## src/rtl/router_pkg.sv

```systemverilog
// Shared types and constants for the 1x3 router packet controller.
// Holds the FSM state type, the invalid address code, and the write/busy state sets.
package router_pkg;

    typedef enum logic [2:0] {
        DECODE_ADDRESS     = 3'd0,
        LOAD_FIRST_DATA    = 3'd1,
        LOAD_DATA          = 3'd2,
        LOAD_PARITY        = 3'd3,
        FIFO_FULL_STATE    = 3'd4,
        LOAD_AFTER_FULL    = 3'd5,
        WAIT_TILL_EMPTY    = 3'd6,
        CHECK_PARITY_ERROR = 3'd7
    } router_state_t;

    localparam logic [1:0] ADDR_INVALID = 2'b11;

    // One bit per state, indexed by the state encoding.
    localparam logic [7:0] WRITE_EN_SET =
        (8'd1 << LOAD_DATA) |
        (8'd1 << LOAD_PARITY) |
        (8'd1 << LOAD_AFTER_FULL);

    localparam logic [7:0] BUSY_SET =
        ~((8'd1 << DECODE_ADDRESS) |
          (8'd1 << LOAD_DATA));

    function automatic logic in_set(
        input logic [7:0]    set,
        input router_state_t st
    );
        return set[st];
    endfunction

endpackage

```

## src/rtl/router_fsm_stats.sv

```systemverilog
// Saturating packet and drop counters for the router controller.
// Ports: clk, reset_in, pkt_done_i, abort_i -> pkt_count_o, drop_count_o.
module router_fsm_stats #(
    parameter int CNT_W = 16
) (
    input  logic             clk,
    input  logic             reset_in,
    input  logic             pkt_done_i,
    input  logic             abort_i,
    output logic [CNT_W-1:0] pkt_count_o,
    output logic [CNT_W-1:0] drop_count_o
);

    logic [CNT_W-1:0] pkt_q, pkt_d;
    logic [CNT_W-1:0] drop_q, drop_d;

    always_comb begin
        pkt_d  = pkt_q;
        drop_d = drop_q;
        if (pkt_done_i && (pkt_q != '1)) begin
            pkt_d = pkt_q + 1'b1;
        end
        if (abort_i && (drop_q != '1)) begin
            drop_d = drop_q + 1'b1;
        end
    end

    always_ff @(posedge clk) begin
        if (reset_in) begin
            pkt_q  <= '0;
            drop_q <= '0;
        end else begin
            pkt_q  <= pkt_d;
            drop_q <= drop_d;
        end
    end

    assign pkt_count_o  = pkt_q;
    assign drop_count_o = drop_q;

endmodule

```

## src/rtl/router_fsm.sv

```systemverilog
// Packet-level Moore controller for the 1x3 router (header, payload, full stall, parity).
// Ports: clk, reset_in, pkt_valid, data_in, fifo_full, fifo_empty_0..2, soft_rst_0..2,
// parity_done, low_pkt_valid -> detect_add, lfd/ld/laf/full_state, write_en_reg,
// rst_int_reg, busy, dest_addr; ROUTER_FSM_STATS_EN adds pkt_count, drop_count.
module router_fsm
    import router_pkg::*;
#(
    parameter int ADDR_W = 2,
    parameter int CNT_W  = 16
) (
    input  logic              clk,
    input  logic              reset_in,
    input  logic              pkt_valid,
    input  logic [ADDR_W-1:0] data_in,
    input  logic              fifo_full,
    input  logic              fifo_empty_0,
    input  logic              fifo_empty_1,
    input  logic              fifo_empty_2,
    input  logic              soft_rst_0,
    input  logic              soft_rst_1,
    input  logic              soft_rst_2,
    input  logic              parity_done,
    input  logic              low_pkt_valid,
    output logic              detect_add,
    output logic              lfd_state,
    output logic              ld_state,
    output logic              laf_state,
    output logic              full_state,
    output logic              write_en_reg,
    output logic              rst_int_reg,
    output logic              busy,
`ifdef ROUTER_FSM_STATS_EN
    output logic [CNT_W-1:0]  pkt_count,
    output logic [CNT_W-1:0]  drop_count,
`endif
    output logic [ADDR_W-1:0] dest_addr
);

    router_state_t     state_q, state_d;
    logic [ADDR_W-1:0] dest_q, dest_d;

    // Address 3 maps to a constant-0 slot so indexing never selects a real FIFO.
    logic [3:0] empty_v;
    logic [3:0] soft_v;
    logic       hdr_ok;
    logic       abort;

    assign empty_v = {1'b0, fifo_empty_2, fifo_empty_1, fifo_empty_0};
    assign soft_v  = {1'b0, soft_rst_2, soft_rst_1, soft_rst_0};
    assign hdr_ok  = pkt_valid && (data_in != ADDR_W'(ADDR_INVALID));

    // Only the FIFO this packet targets can abort it.
    assign abort = (state_q != DECODE_ADDRESS) && soft_v[dest_q];

    always_comb begin
        state_d = state_q;
        dest_d  = dest_q;
        if (abort) begin
            state_d = DECODE_ADDRESS;
        end else begin
            case (state_q)
                DECODE_ADDRESS: begin
                    if (hdr_ok) begin
                        dest_d  = data_in;
                        state_d = empty_v[data_in] ? LOAD_FIRST_DATA
                                                   : WAIT_TILL_EMPTY;
                    end
                end
                WAIT_TILL_EMPTY: begin
                    if (empty_v[dest_q]) begin
                        state_d = LOAD_FIRST_DATA;
                    end
                end
                LOAD_FIRST_DATA: state_d = LOAD_DATA;
                LOAD_DATA: begin
                    if (fifo_full) begin
                        state_d = FIFO_FULL_STATE;
                    end else if (!pkt_valid) begin
                        state_d = LOAD_PARITY;
                    end
                end
                FIFO_FULL_STATE: begin
                    if (!fifo_full) begin
                        state_d = LOAD_AFTER_FULL;
                    end
                end
                LOAD_AFTER_FULL: begin
                    if (parity_done) begin
                        state_d = DECODE_ADDRESS;
                    end else if (low_pkt_valid) begin
                        state_d = LOAD_PARITY;
                    end else begin
                        state_d = LOAD_DATA;
                    end
                end
                LOAD_PARITY: state_d = CHECK_PARITY_ERROR;
                CHECK_PARITY_ERROR: begin
                    state_d = fifo_full ? FIFO_FULL_STATE
                                        : DECODE_ADDRESS;
                end
                default: state_d = DECODE_ADDRESS;
            endcase
        end
    end

    always_ff @(posedge clk) begin
        if (reset_in) begin
            state_q <= DECODE_ADDRESS;
            dest_q  <= '0;
        end else begin
            state_q <= state_d;
            dest_q  <= dest_d;
        end
    end

    assign detect_add   = (state_q == DECODE_ADDRESS);
    assign lfd_state    = (state_q == LOAD_FIRST_DATA);
    assign ld_state     = (state_q == LOAD_DATA);
    assign laf_state    = (state_q == LOAD_AFTER_FULL);
    assign full_state   = (state_q == FIFO_FULL_STATE);
    assign rst_int_reg  = (state_q == CHECK_PARITY_ERROR);
    assign write_en_reg = in_set(WRITE_EN_SET, state_q);
    assign busy         = in_set(BUSY_SET, state_q);
    assign dest_addr    = dest_q;

`ifdef ROUTER_FSM_STATS_EN
    logic pkt_done;

    // An abort out of CHECK_PARITY_ERROR is counted as a drop, not a packet.
    assign pkt_done = (state_q == CHECK_PARITY_ERROR) && !abort;

    router_fsm_stats #(
        .CNT_W(CNT_W)
    ) u_stats (
        .clk          (clk),
        .reset_in     (reset_in),
        .pkt_done_i   (pkt_done),
        .abort_i      (abort),
        .pkt_count_o  (pkt_count),
        .drop_count_o (drop_count)
    );
`endif

endmodule

```

## config.mk

```make
export PLATFORM = sky130hd
export DESIGN_NAME = router_fsm
export DESIGN_NICKNAME = d
export VERILOG_FILES = /design/src/rtl/router_pkg.sv /design/src/rtl/router_fsm_stats.sv /design/src/rtl/router_fsm.sv
export SDC_FILE = /design/constraint.sdc
export NUM_CORES = 1
export LEC_CHECK = 0
export CAP_MARGIN = 25
export CORE_MARGIN = 2
export CORE_UTILIZATION = 40
export CTS_CLUSTER_DIAMETER = 50
export DETAILED_ROUTE_END_ITERATION = 16
export PLACE_DENSITY = 0.84
export SETUP_SLACK_MARGIN = 0.1
export SLEW_MARGIN = 20
export SYNTH_ARGS = -nofsm -noshare
export SYNTH_HDL_FRONTEND = slang
export SYNTH_HIERARCHICAL = 1
export SYNTH_SLANG_ARGS = --single-unit
```

## constraint.sdc

```tcl
create_clock -name clk -period 2.57 [get_ports clk]
set_input_delay 0.771 -clock clk [delete_from_list [all_inputs] [get_ports clk]]
set_output_delay 0.771 -clock clk [all_outputs]
set_load 0.02 [all_outputs]
```

==> results of run 1 <==
==> cells in the mapped netlist (all sizes together) (2+ instances only) <==
| master | instances | area, µm² |
|---|---|---|
| dfxtp | 7 | 140 |
| mux2i | 4 | 40.0 |
| nor2 | 10 | 37.5 |
| nor3 | 4 | 20.0 |
| buf | 3 | 20.0 |
| o21a | 2 | 15.0 |
| nand2 | 6 | 22.5 |
| o21bai | 2 | 15.0 |
| nand2b | 2 | 12.5 |
| inv | 2 | 7.51 |
| nand3b | 3 | 35.0 |
| a21oi | 2 | 10.0 |
| o21ai | 2 | 10.0 |
==> layer usage <==
metal / routed length [µm] / vias to the layer above / part of all wire [%] / global-route usage (%)
met1: 595 / 272 / 44 / 20.4
met3: 95 / 0 / 7.1 / 6.91
li1: - / 306 / - / -
met4: 0 / 0 / 0 / 0
met5: 0 / - / 0 / 0
met2: 650 / 17 / 48 / 32.8
==> path summary, 6_finish.rpt <==
check	end	slack, ns	cells after the start
worst max-delay path	ld_state	0.18	3
worst min-delay path	dest_addr[0]	0.58	2
worst max register to register	write_en_reg	0.75	6
worst min register to register	dest_addr[0]	0.58	2
==> layout make-up <==
cell class                      count  area, µm²
Fill cell                         127        447
Timing Repair Buffer               28        272
Inverter                            2       7.51
Clock buffer                        4       26.3
Sequential cell                     7        140
Tap cell                           15       18.8
Multi-Input combinational cell     55        390
==> what timing repair did <==
item,in CTS,in global routing
resized for setup,1,2
endpoints found under the setup margin,1,2
cloned,0,0
==> power groups by stage <==
stage	registers, mW	logic (mW)	clock network [mW]
3_3_place_gp	0.180	0.487	0
2_1_floorplan	0.189	0.316	0
3_5_place_dp	0.179	0.497	0
5_1_grt	0.184	0.525	0.107
6_report	0.177	0.484	0.0944
4_1_cts	0.178	0.491	0.101
==> cells by family (layout without fill, tap and decap cells) <==
group,Yosys count,count (layout)
AOI/OAI and AO/OA,17,17
buffers and inverters,5,34
and+or+nand+nor,33,33
DFF,7,7
muxes,5,5
==> critical path, stage by stage (launching register included) <==
cell and delay (ns):
dfxtp_1 0.38, buf_4 0.19, nor3b_1 0.17, clkdlybuf4s50_1 0.63
==> flow_summary.json, run 1 <==
{
  "ys_seq_elements": 7,
  "clkSinkCount": 7,
  "worstSkewPairLatency_ns": 0.24,
  "synth_adder_area_share_pct": 0,
  "cts_hold_buf": 0,
  "outcome": "complete, no violations",
  "n_antenna_cell": 0,
  "wl_per_cell_um": 12.1,
  "largest_reg_flops": 3,
  "final_antenna_net_count": 0,
  "final_cell_mix": "clkdlybuf4s50_1, nor2_1, dfxtp_1",
  "grt_pass1_wl_um": 2010,
  "setup-tns-final_ns": 0,
  "avgViaCountPerCell": 5.36,
  "syn_area_um2": 558,
  "total_power_mw": 0.756,
  "finalHoldViolations": 0,
  "r2r-start": "state_q[1]",
  "path_max_fanout": 9,
  "postPlaceCellArea_um2": 825,
  "final_common_cell": "clkdlybuf4s50_1",
  "dp_cells": 107,
  "ir_drop_uv": 549,
  "synth_edf_count": 0,
  "htree_levels": 1,
  "io_buffers": 23,
  "p_per_area_nw_per_um2": 884,
  "p_leak_nw": 0.382,
  "post-place-ws_ns": -0.0547,
  "postSynth.asyncResetShare_pct": 0,
  "cts_max_path_buffers": 2,
  "yosys.area_share.simple_pct": 36.1,
  "place.gp.congestion": 0.809,
  "muxShareOfSynthArea_pct": 9.87,
  "synth_flop_cell": "dfxtp_1",
  "end_kind": "output pin",
  "root_buffer": "clkbuf_4",
  "ys_seq_area_share_pct": 25.1,
  "p_int_mw": 0.448,
  "routed_wl_um": 1340,
  "nNetsFinal": 111,
  "slew_headroom_pct": 70.1,
  "grt_overflow_total": 0,
  "rsz0062_at_grt": "false",
  "io_pins": 24,
  "fin_util_pct": 65.7,
  "clk_pin_slew_ns": 0.05,
  "worstSetupStartpoint": "state_q[0]",
  "maxSlewViolCount": 0,
  "die_w_um": 41.4,
  "cts_buffers": 3,
  "cts_setup_buffers": 0,
  "crit_required_ns": 1.80,
  "period_minus_slack_ns": 2.39,
  "synth_cells": 67,
  "core-area_um2": 1300,
  "finalSetupViolCount": 0,
  "drc_errors": 0,
  "grt_antenna_before_repair": 0,
  "via_count": 595,
  "max_cap_viol_count": 0,
  "drtIter0Drc": 5,
  "setup_slack_ns": 0.183,
  "swShare_pct": 40.7,
  "max_freq_mhz": 419,
  "rows": 13,
  "finClkSkew_ns": 0.00335,
  "avgSynthCellArea_um2": 8.33,
  "synth_top_family_by_area": "simple AND/OR/NAND/NOR gates",
  "largest-register": "state_q",
  "cts_tree": "built",
  "dp_hpwl_um": 1070,
  "finalCritPeriodShare_pct": 92.9,
  "hold_path.startpoint": "dest_addr[0]",
  "synth_xor_area_share_pct": 0,
  "die_h_um": 41.4,
  "arrival_ns": 1.62,
  "grt_max_degree": 12,
  "syn-num-nets": 81,
  "p_seq_share_pct": 23.4,
  "initial_core_util_pct": 42.9,
  "syn2layout_area_growth_pct": 53.1,
  "dr.pass1.iters": 4,
  "synth.yosys.warnings": 6,
  "comb_power_share_pct": 64.1,
  "final_layout_size_suffix_gt1_share_pct": 13.5,
  "hp-class": "flop to flop",
  "critPathKind": "flop to output pin",
  "clockPowerShare_pct": 12.5,
  "synth-compound-area-share_pct": 24.0,
  "worst_pin_slew_ns": 0.444,
  "grt_pass1_vias": 530,
  "final_cells": 111,
  "start_kind": "flop",
  "hold_ws_ns": 0.583,
  "synth_cell_type_count": 33,
  "grt.total_usage_pct": 17.8,
  "p_switching_mw": 0.308,
  "die_area_um2": 1710,
  "design_area_um2": 855
}
(Power assumes the default switching activity.)
==> run 2: changes to the inputs <==
- CTS_CLUSTER_SIZE: default -> 25
- SLEW_MARGIN: 20 -> default
==> results of run 2 <==
No change in the layout: final DEF, timing and power equal those of run 1.
==> run 3: changes to the inputs <==
- TNS_END_PERCENT: default -> 20
==> run 3 against run 2 <==
Compared with the run above:
- first-iteration DRC count unchanged
- cell count is the same
- register-to-register slack barely moved
- total power hardly changed
- largest cell class unchanged
- wire length is essentially flat
- count of clock-buffer cells in the layout unchanged
- sequential share of layout area about the same
- highest routed layer unchanged
- worst setup slack worse by 0.013 ns
- sequential cell count did not move
- global-route usage did not move
==> flow_summary.json, run 3 (synthesis gave the netlist of run 1 again) <==
{
  "dp_cells": 107,
  "end_kind": "output pin",
  "dp_hpwl_um": 1070,
  "drtIter0Drc": 5,
  "outcome": "complete, no violations",
  "die_area_um2": 1710,
  "worstSkewPairLatency_ns": 0.24,
  "critPathKind": "flop to output pin",
  "r2r-end": "write_en_reg",
  "fin_util_pct": 65.5,
  "finalHoldViolations": 0,
  "hp-class": "flop to flop",
  "root_buffer": "clkbuf_4",
  "max_freq_mhz": 417,
  "initial_core_util_pct": 42.9,
  "final_common_cell": "clkdlybuf4s50_1",
  "total_power_mw": 0.756,
  "clk_pin_slew_ns": 0.05,
  "holdPathEnd": "dest_addr[0]",
  "nNetsFinal": 111,
  "ir_drop_uv": 549,
  "arrival_ns": 1.63,
  "setup_slack_ns": 0.170,
  "largest_reg_flops": 3,
  "ff2ff_path_depth": 6,
  "r2r_setup_slack_ns": 0.75,
  "grt_pass1_wl_um": 2010,
  "die_w_um": 41.4,
  "cpPeakStageDelay_ns": 0.61,
  "place.gp.congestion": 0.809,
  "maxSlewViolCount": 0,
  "syn2layout_area_growth_pct": 52.7,
  "routed_wl_um": 1340,
  "n_antenna_cell": 0,
  "htree_levels": 1,
  "path_max_fanout": 11,
  "io_pins": 24,
  "rows": 13,
  "wl_per_cell_um": 12.1,
  "post-place-ws_ns": -0.0547,
  "drc_errors": 0,
  "final_cell_mix": "clkdlybuf4s50_1, nor2_1, dfxtp_1",
  "core-area_um2": 1300,
  "finClkSkew_ns": 0.00335,
  "finalSetupViolCount": 0,
  "grt_antenna_before_repair": 0,
  "critPathBufInv": 2,
  "avgViaCountPerCell": 5.36,
  "p_per_area_nw_per_um2": 887,
  "largest-register": "state_q",
  "cts_max_path_buffers": 2,
  "slew_headroom_pct": 70.1,
  "crit_required_ns": 1.80,
  "io_buffers": 23,
  "final_antenna_net_count": 0,
  "whs_path_depth": 2,
  "grt_max_degree": 12,
  "cts_tree": "built",
  "die_h_um": 41.4,
  "cts_setup_buffers": 0,
  "grt.total_usage_pct": 17.8,
  "p_leak_nw": 0.364,
  "rsz0062_at_grt": "true",
  "hold_path.startpoint": "dest_addr[0]",
  "crit_path_top_delay_cell": "clkdlybuf4s50_1",
  "grt_overflow_total": 0,
  "clkSinkCount": 7,
  "cts_buffers": 3,
  "period_minus_slack_ns": 2.40,
  "crit_chain": "buf_4, nand2b_1, nor2_1, clkdlybuf4s50_1",
  "r2r-start": "state_q[1]",
  "dr.pass1.iters": 4,
  "start_kind": "flop",
  "path_delay_family": "buffers and inverters",
  "worst_pin_slew_ns": 0.444,
  "max_cap_viol_count": 0,
  "finalCritPeriodShare_pct": 93.4,
  "final_cells": 111,
  "via_count": 595,
  "grt_pass1_vias": 530,
  "final_layout_size_suffix_gt1_share_pct": 13.5
}
==> run 3: cell type report <==
cell class                      instances  area, µm²
Clock buffer                            4       26.3
Timing Repair Buffer                   28        269
Fill cell                             126        449
Inverter                                2       7.51
Sequential cell                         7        140
Tap cell                               15       18.8
Multi-Input combinational cell         55        390
==> run 3: repair_timing <==
| action | CTS | global route |
|---|---|---|
| resized for setup | 1 | 1 |
| setup endpoints to repair | 1 | 2 |
| gates cloned | 0 | 0 |
| hold buffers | 0 | 0 |
==> run 3: power by group <==
| part | leakage [nW] | switching [mW] | internal [mW] | total [mW] |
|---|---|---|---|---|
| logic | 0.291 | 0.237 | 0.248 | 0.484 |
| registers | 0.0575 | 0.0352 | 0.142 | 0.177 |
| clock network | 0.0150 | 0.0355 | 0.0589 | 0.0944 |
| total | 0.364 | 0.308 | 0.448 | 0.756 |
==> run 3: metal layers <==
| layer | global-route usage, % | vias to the layer above | part of all wire (%) |
|---|---|---|---|
| met1 | 20.4 | 272 | 44 |
| met4 | 0 | 0 | 0 |
| met5 | 0 | - | 0 |
| met3 | 6.91 | 0 | 7.1 |
| li1 | - | 306 | - |
| met2 | 32.8 | 17 | 49 |
==> run 3: tightest hold or removal path, delay by kind of cell, from the launching register on <==
kind,cells,cell delay (ns)
flops,1,0.36
simple gates,2,0.17
==> run 3: how the worst max path moves through the flow <==
stage / depth (start not counted) / end / start / slack, ns
2_1_floorplan: 5 / write_en_reg / fifo_full / 0.45
3_3_place_gp: 6 / write_en_reg / fifo_full / -0.01
3_5_place_dp: 6 / write_en_reg / fifo_full / -0.05
4_1_cts: 4 / laf_state / state_q[1] / 0.15
5_1_grt: 4 / laf_state / state_q[1] / 0.09
6_report: 4 / laf_state / state_q[1] / 0.17
==> run 3: metrics by stage <==
| stage | area, µm² | hold slack [ns] | TNS, ns |
|---|---|---|---|
| after CTS | 850 | 0.590 | 0 |
| after global routing | 852 | 0.617 | 0 |
| after detailed placement | 825 | 0.582 | -0.0547 |
| after global placement | 825 | 0.570 | -0.0106 |
| after floorplan | 558 | 0.618 | 0 |
| final | 852 | 0.583 | 0 |
